===== src/rtl/rr_bus_arbiter_if.sv =====
// Request/grant bundle between the requester blocks and the shared-bus round-robin arbiter.
// "release" is a reserved word in SystemVerilog, so the owner's last-cycle strobe is named bus_release.
interface rr_bus_arbiter_if #(
  parameter int N_REQ = 8
);
  logic [N_REQ-1:0]         req;
  logic                     bus_release;
  logic [N_REQ-1:0]         gnt;
  logic                     gnt_valid;
  logic [$clog2(N_REQ)-1:0] gnt_id;
  logic                     timeout;

  modport master (
    output req, bus_release,
    input  gnt, gnt_valid, gnt_id, timeout
  );

  modport slave (
    input  req, bus_release,
    output gnt, gnt_valid, gnt_id, timeout
  );
endinterface


===== src/rtl/rr_bus_arbiter.sv =====
// Round-robin owner selection for the shared memory port: registered one-hot grant,
// one dead turnaround cycle between owners, and a MAX_HOLD cap on each tenure.
module rr_bus_arbiter #(
  parameter int N_REQ    = 8,
  parameter int MAX_HOLD = 16
) (
  input  logic             clk,
  input  logic             rst,
  rr_bus_arbiter_if.slave  bus
);
  localparam int         ID_W     = $clog2(N_REQ);
  localparam logic [7:0] HOLD_LIM = 8'(MAX_HOLD);

  typedef enum logic [1:0] {IDLE, GRANT, TURN} state_t;

  state_t           state;
  logic [ID_W-1:0]  ptr;
  logic [ID_W-1:0]  gnt_id_r;
  logic [ID_W-1:0]  win_id;
  logic [7:0]       hold_cnt;
  logic [N_REQ-1:0] gnt_r;
  logic             gnt_valid_r;
  logic             timeout_r;
  logic             win_found;
  logic             owner_req;
  logic             at_limit;
  logic             tenure_end;

  function automatic logic [7:0] sat_inc(input logic [7:0] v);
    return (v >= HOLD_LIM) ? HOLD_LIM : v + 8'd1;
  endfunction

  // Scan from the farthest offset down so the entry nearest ptr is the one kept.
  // The previous owner sits at ptr-1 after a tenure, so it naturally ranks last.
  always_comb begin
    win_found = 1'b0;
    win_id    = ptr;
    for (int k = N_REQ - 1; k >= 0; k--) begin
      if (bus.req[ptr + ID_W'(k)]) begin
        win_found = 1'b1;
        win_id    = ptr + ID_W'(k);
      end
    end
  end

  assign owner_req  = bus.req[gnt_id_r];
  assign at_limit   = (hold_cnt == HOLD_LIM);
  assign tenure_end = bus.bus_release || !owner_req || at_limit;

  always_ff @(posedge clk) begin
    if (rst) begin
      state       <= IDLE;
      ptr         <= '0;
      gnt_id_r    <= '0;
      hold_cnt    <= '0;
      gnt_r       <= '0;
      gnt_valid_r <= 1'b0;
      timeout_r   <= 1'b0;
    end else begin
      timeout_r <= 1'b0;
      case (state)
        IDLE, TURN: begin
          if (win_found) begin
            state       <= GRANT;
            gnt_r       <= N_REQ'(1) << win_id;
            gnt_id_r    <= win_id;
            gnt_valid_r <= 1'b1;
            hold_cnt    <= 8'd1;
          end else begin
            state       <= IDLE;
            gnt_r       <= '0;
            gnt_valid_r <= 1'b0;
          end
        end
        GRANT: begin
          if (tenure_end) begin
            state       <= TURN;
            gnt_r       <= '0;
            gnt_valid_r <= 1'b0;
            hold_cnt    <= '0;
            ptr         <= gnt_id_r + ID_W'(1);
            // A voluntary release or dropped request outranks the hold limit.
            timeout_r   <= at_limit && !bus.bus_release && owner_req;
          end else begin
            hold_cnt    <= sat_inc(hold_cnt);
          end
        end
        default: begin
          state       <= IDLE;
          gnt_r       <= '0;
          gnt_valid_r <= 1'b0;
        end
      endcase
    end
  end

  assign bus.gnt       = gnt_r;
  assign bus.gnt_valid = gnt_valid_r;
  assign bus.gnt_id    = gnt_id_r;
  assign bus.timeout   = timeout_r;
endmodule


===== src/flat_wrapper.sv =====
// flat-port wrapper written by rule: the top's interface ports become plain ports
module rr_bus_arbiter_flat 
#(
  parameter int N_REQ    = 8,
  parameter int MAX_HOLD = 16
)
  (clk, rst, bus_req, bus_bus_release, bus_gnt, bus_gnt_valid, bus_gnt_id, bus_timeout);
  rr_bus_arbiter_if #(.N_REQ(N_REQ)) bus_i ();
  input  logic clk;
  input  logic rst;
  input wire logic [$bits(bus_i.req)-1:0] bus_req;
  input wire logic [$bits(bus_i.bus_release)-1:0] bus_bus_release;
  output wire logic [$bits(bus_i.gnt)-1:0] bus_gnt;
  output wire logic [$bits(bus_i.gnt_valid)-1:0] bus_gnt_valid;
  output wire logic [$bits(bus_i.gnt_id)-1:0] bus_gnt_id;
  output wire logic [$bits(bus_i.timeout)-1:0] bus_timeout;
  assign bus_i.req = bus_req;
  assign bus_i.bus_release = bus_bus_release;
  assign bus_gnt = bus_i.gnt;
  assign bus_gnt_valid = bus_i.gnt_valid;
  assign bus_gnt_id = bus_i.gnt_id;
  assign bus_timeout = bus_i.timeout;
  rr_bus_arbiter #(.N_REQ(N_REQ), .MAX_HOLD(MAX_HOLD)) u_core (.clk(clk), .rst(rst), .bus(bus_i));
endmodule

===== config.mk =====
export PLATFORM = sky130hd
export DESIGN_NAME = rr_bus_arbiter_flat
export DESIGN_NICKNAME = d
export VERILOG_FILES = /design/src/rtl/rr_bus_arbiter_if.sv /design/src/rtl/rr_bus_arbiter.sv /design/src/flat_wrapper.sv
export SDC_FILE = /design/constraint.sdc
export NUM_CORES = 1
export LEC_CHECK = 0
export CELL_PAD_IN_SITES_DETAIL_PLACEMENT = 0
export CELL_PAD_IN_SITES_GLOBAL_PLACEMENT = 2
export CORE_ASPECT_RATIO = 0.6
export CORE_MARGIN = 1
export CORE_UTILIZATION = 37
export CTS_BUF_LIST = sky130_fd_sc_hd__clkbuf_2
export DETAILED_ROUTE_END_ITERATION = 7
export PLACE_DENSITY = 0.81
export SYNTH_ARGS = -nofsm -noshare
export SYNTH_HDL_FRONTEND = slang
export SYNTH_SLANG_ARGS = --single-unit

===== constraint.sdc =====
create_clock -name clk -period 4.23 [get_ports clk]
set_clock_uncertainty 0.15 [all_clocks]
set_input_delay 0.846 -clock clk [delete_from_list [all_inputs] [get_ports clk]]
set_output_delay 0.846 -clock clk [all_outputs]
set_load 0.01 [all_outputs]

==> results.sh <==
export IMPL_layout_commonest_cell="dfxtp_1"
export IMPL_cts_htree_levels=1
export IMPL_clockBufferDepth=2
export IMPL_avgSynthCellArea_um2=9.66
export IMPL_rows=21
export IMPL_syn_area_um2=2150
export IMPL_period_minus_slack_ps=3500
export IMPL_worst_path_stages=8
export IMPL_drt_initial_drc_count=98
export IMPL_critical_path_max_fanout=9
export IMPL_irDropWorstVdd_uv=160
export IMPL_reg2reg_depth=10
export IMPL_crit_buf_inv=1
export IMPL_via_count=1844
export IMPL_num_nets_final=261
export IMPL_synth_ff_type="dfxtp_1"
export IMPL_synth_top_cells_by_area="dfxtp_1, mux4_2, mux2i_1"
export IMPL_die_h_um=61.1
export IMPL_cp_end_kind="register"
export IMPL_crit_type="in -> reg"
export IMPL_syn_num_nets=239
export IMPL_ys_seq_area_share_pct=23.2
export IMPL_first_pass_iters=4
export IMPL_hold_depth=2
export IMPL_layout_drive_gt1_share_pct=18.9
export IMPL_maxSlewViolCount=0
export IMPL_status="finished, final reports clean"
export IMPL_grt_first_pass_wirelength_mm=8.89
export IMPL_antennaDiodeCount=0
export IMPL_cts_tree="yes"
export IMPL_drc=0
export IMPL_wire_per_inst_um=16.5
export IMPL_synth_top_area_cell="dfxtp_1"
export IMPL_cts_resized=0
export IMPL_clock_sinks=25
export IMPL_place_ws_ps=404
export IMPL_grt_pass1_vias=1656
export IMPL_ys_ff_latch=25
export IMPL_drt_wl_total_mm=5.36
export IMPL_synth_edf_count=0
export IMPL_core_area_um2=5600
export IMPL_cp_required_ps=4360
export IMPL_fin_util_pct=44.2
export IMPL_slew_headroom_pct=47.2
export IMPL_syn_inst=223
export IMPL_fin_tns_setup_ps=0
export IMPL_track_usage_pct=18.9
export IMPL_gp_congestion=0.820
export IMPL_cp_common_cell="o311ai_1"
export IMPL_tightest_slew_ps=791
export IMPL_rsz0062_at_grt="false"
export IMPL_max_stage_delay_ps=730
export IMPL_postCtsHoldBufs=0
export IMPL_startpoint_type="primary input"
export IMPL_grt_max_degree=21
export IMPL_layout_cells_non_filler=324
export IMPL_setup_ws_ps=727
export IMPL_r2r_start="u_core.ptr[1]"
export IMPL_endpoint="u_core.bus.gnt[4]"
export IMPL_placedCellCount=320
export IMPL_maxCapViolCount=0
export IMPL_portBuffers=23
export IMPL_grt_ovfl_total=0
export IMPL_start_util_pct=38.5
export IMPL_worst_hold_path_type="reg -> reg"
export IMPL_die_w_um=101
export IMPL_setup_violations=0
export IMPL_p_total_uw=1020
export IMPL_synth_warnings=0
export IMPL_io_pins=24
export IMPL_clk_latency_ps=350
export IMPL_crit_arrival_ps=3640
export IMPL_vias_per_cell=5.69
export IMPL_r2r_end="u_core.bus.gnt[4]"
export IMPL_hold_violations=0
export IMPL_synth_cell_types=66
export IMPL_cts_root_buf="clkbuf_2"
export IMPL_ant_nets=0
export IMPL_syn2layout_area_growth_pct=14.8
export IMPL_path_delay_family="compound AO/OA/AOI/OAI gates"
export IMPL_p_per_area_nw_per_um2=410
export IMPL_antenna_found_initial=0
export IMPL_async_flop_share_pct=0
export IMPL_path_clk_slew_ps=230
export IMPL_crit_chain="clkdlybuf4s50_1 -> mux4_1 -> a22oi_1 -> o311ai_1 -> o221a_2 -> o311ai_1 -> nand3_1 -> o31ai_1"
export IMPL_period_share_pct=82.8
export IMPL_dp_hpwl_mm=4.16
export IMPL_startpoint="bus_req[3]"
export IMPL_final_cell_mix="dfxtp_1, clkdlybuf4s50_1, nand2_1, nor2_1, mux4_2"
export IMPL_max_clock_freq_ghz=0.285
export IMPL_r2r_slack_ps=790
export IMPL_synthDominantCellAreaShare_pct=23.2
export IMPL_leakagePower_uw=0.000829
export IMPL_cts_buffers=3
export IMPL_critical_path_slowest_cell="mux4_1"
export IMPL_dieArea_um2=6140
export IMPL_post_cts_buffers=0
==> routing by layer <==
| layer | track usage, % | vias to the layer above | wire length [µm] |
|---|---|---|---|
| met5 | 0 | - | 0 |
| met4 | 1.24 | 0 | 0 |
| met3 | 5.79 | 0 | 464 |
| met2 | 24.6 | 67 | 1980 |
| met1 | 30.7 | 861 | 2910 |
| li1 | - | 916 | - |
==> metrics by stage <==
stage / cell area [µm²] / hold WS, ps
global placement: 2450 / 289
finish: 2470 / 314
CTS: 2470 / 322
detailed placement: 2450 / 288
floorplan: 2150 / 271
global route: 2470 / 340
==> worst register-to-register path, stage by stage, from the launching register on <==
cell and delay, ps:
dfxtp_1 380, inv_1 140, ha_1 500, buf_4 260, mux4_2 330, mux2i_1 350, o311ai_1 160, o221a_2 150
o311ai_1 510, nand3_1 220, o31ai_1 230
==> final cells by class <==
class,instances,area (µm²)
Fill cell,554,3120
Multi-Input combinational cell,181,1570
Sequential cell,25,500
Timing Repair Buffer,27,260
Tap cell,80,100
Inverter,7,26.3
Clock buffer,3,15.0
Clock inverter,1,5.00
==> report_power, final <==
part	internal, µW	leakage [µW]	total, µW	switching [µW]
Sequential	263	0.000204	299	35.9
Combinational	284	0.000609	623	339
Clock	21.4	0.0000164	93.3	71.9
==> logic make-up after synthesis <==
group	Yosys count	share of synthesized area, %
and+or+nand+nor	77	18.9
muxes	32	24.9
AOI/OAI and AO/OA	63	24.3
xor gates and xnor gates	4	1.63
adders and majority gates	5	2.90
DFF	25	23.2
buffers and inverters	17	4.06
==> how the worst min path moves through the flow <==
| stage | to | slack (ps) | startpoint |
|---|---|---|---|
| floorplan | u_core.hold_cnt[7] | 270 | u_core.hold_cnt[7] |
| global placement | u_core.hold_cnt[5] | 290 | u_core.hold_cnt[5] |
| detailed placement | u_core.hold_cnt[7] | 290 | u_core.hold_cnt[7] |
| CTS | u_core.bus.gnt[1] | 320 | u_core.bus.gnt[1] |
| global route | u_core.bus.gnt[1] | 340 | u_core.bus.gnt[1] |
| finish | u_core.bus.gnt[1] | 310 | u_core.bus.gnt[1] |
==> cells in the mapped netlist, types with 3 or more instances <==
library cell / n
a211oi_1: 4
a21oi_1: 11
a311oi_1: 4
and2_1: 5
buf_2: 4
clkbuf_1: 3
dfxtp_1: 25
ha_1: 5
inv_1: 6
mux2_2: 7
mux2i_1: 8
mux4_2: 14
nand2_1: 20
nand2b_1: 6
nand3_1: 5
nor2_1: 18
nor3_1: 6
o21ai_0: 10
o22a_1: 4
o31ai_1: 4
xor2_1: 3
==> registers in the layout (all words and copies together) (netlist names) <==
register,flops
u_core.bus.timeout,1
u_core.bus.gnt_id,3
u_core.ptr,3
u_core.bus.gnt_valid,1
u_core.bus.gnt,8
u_core.state,1
u_core.hold_cnt,8
(Power assumes the default switching activity.)
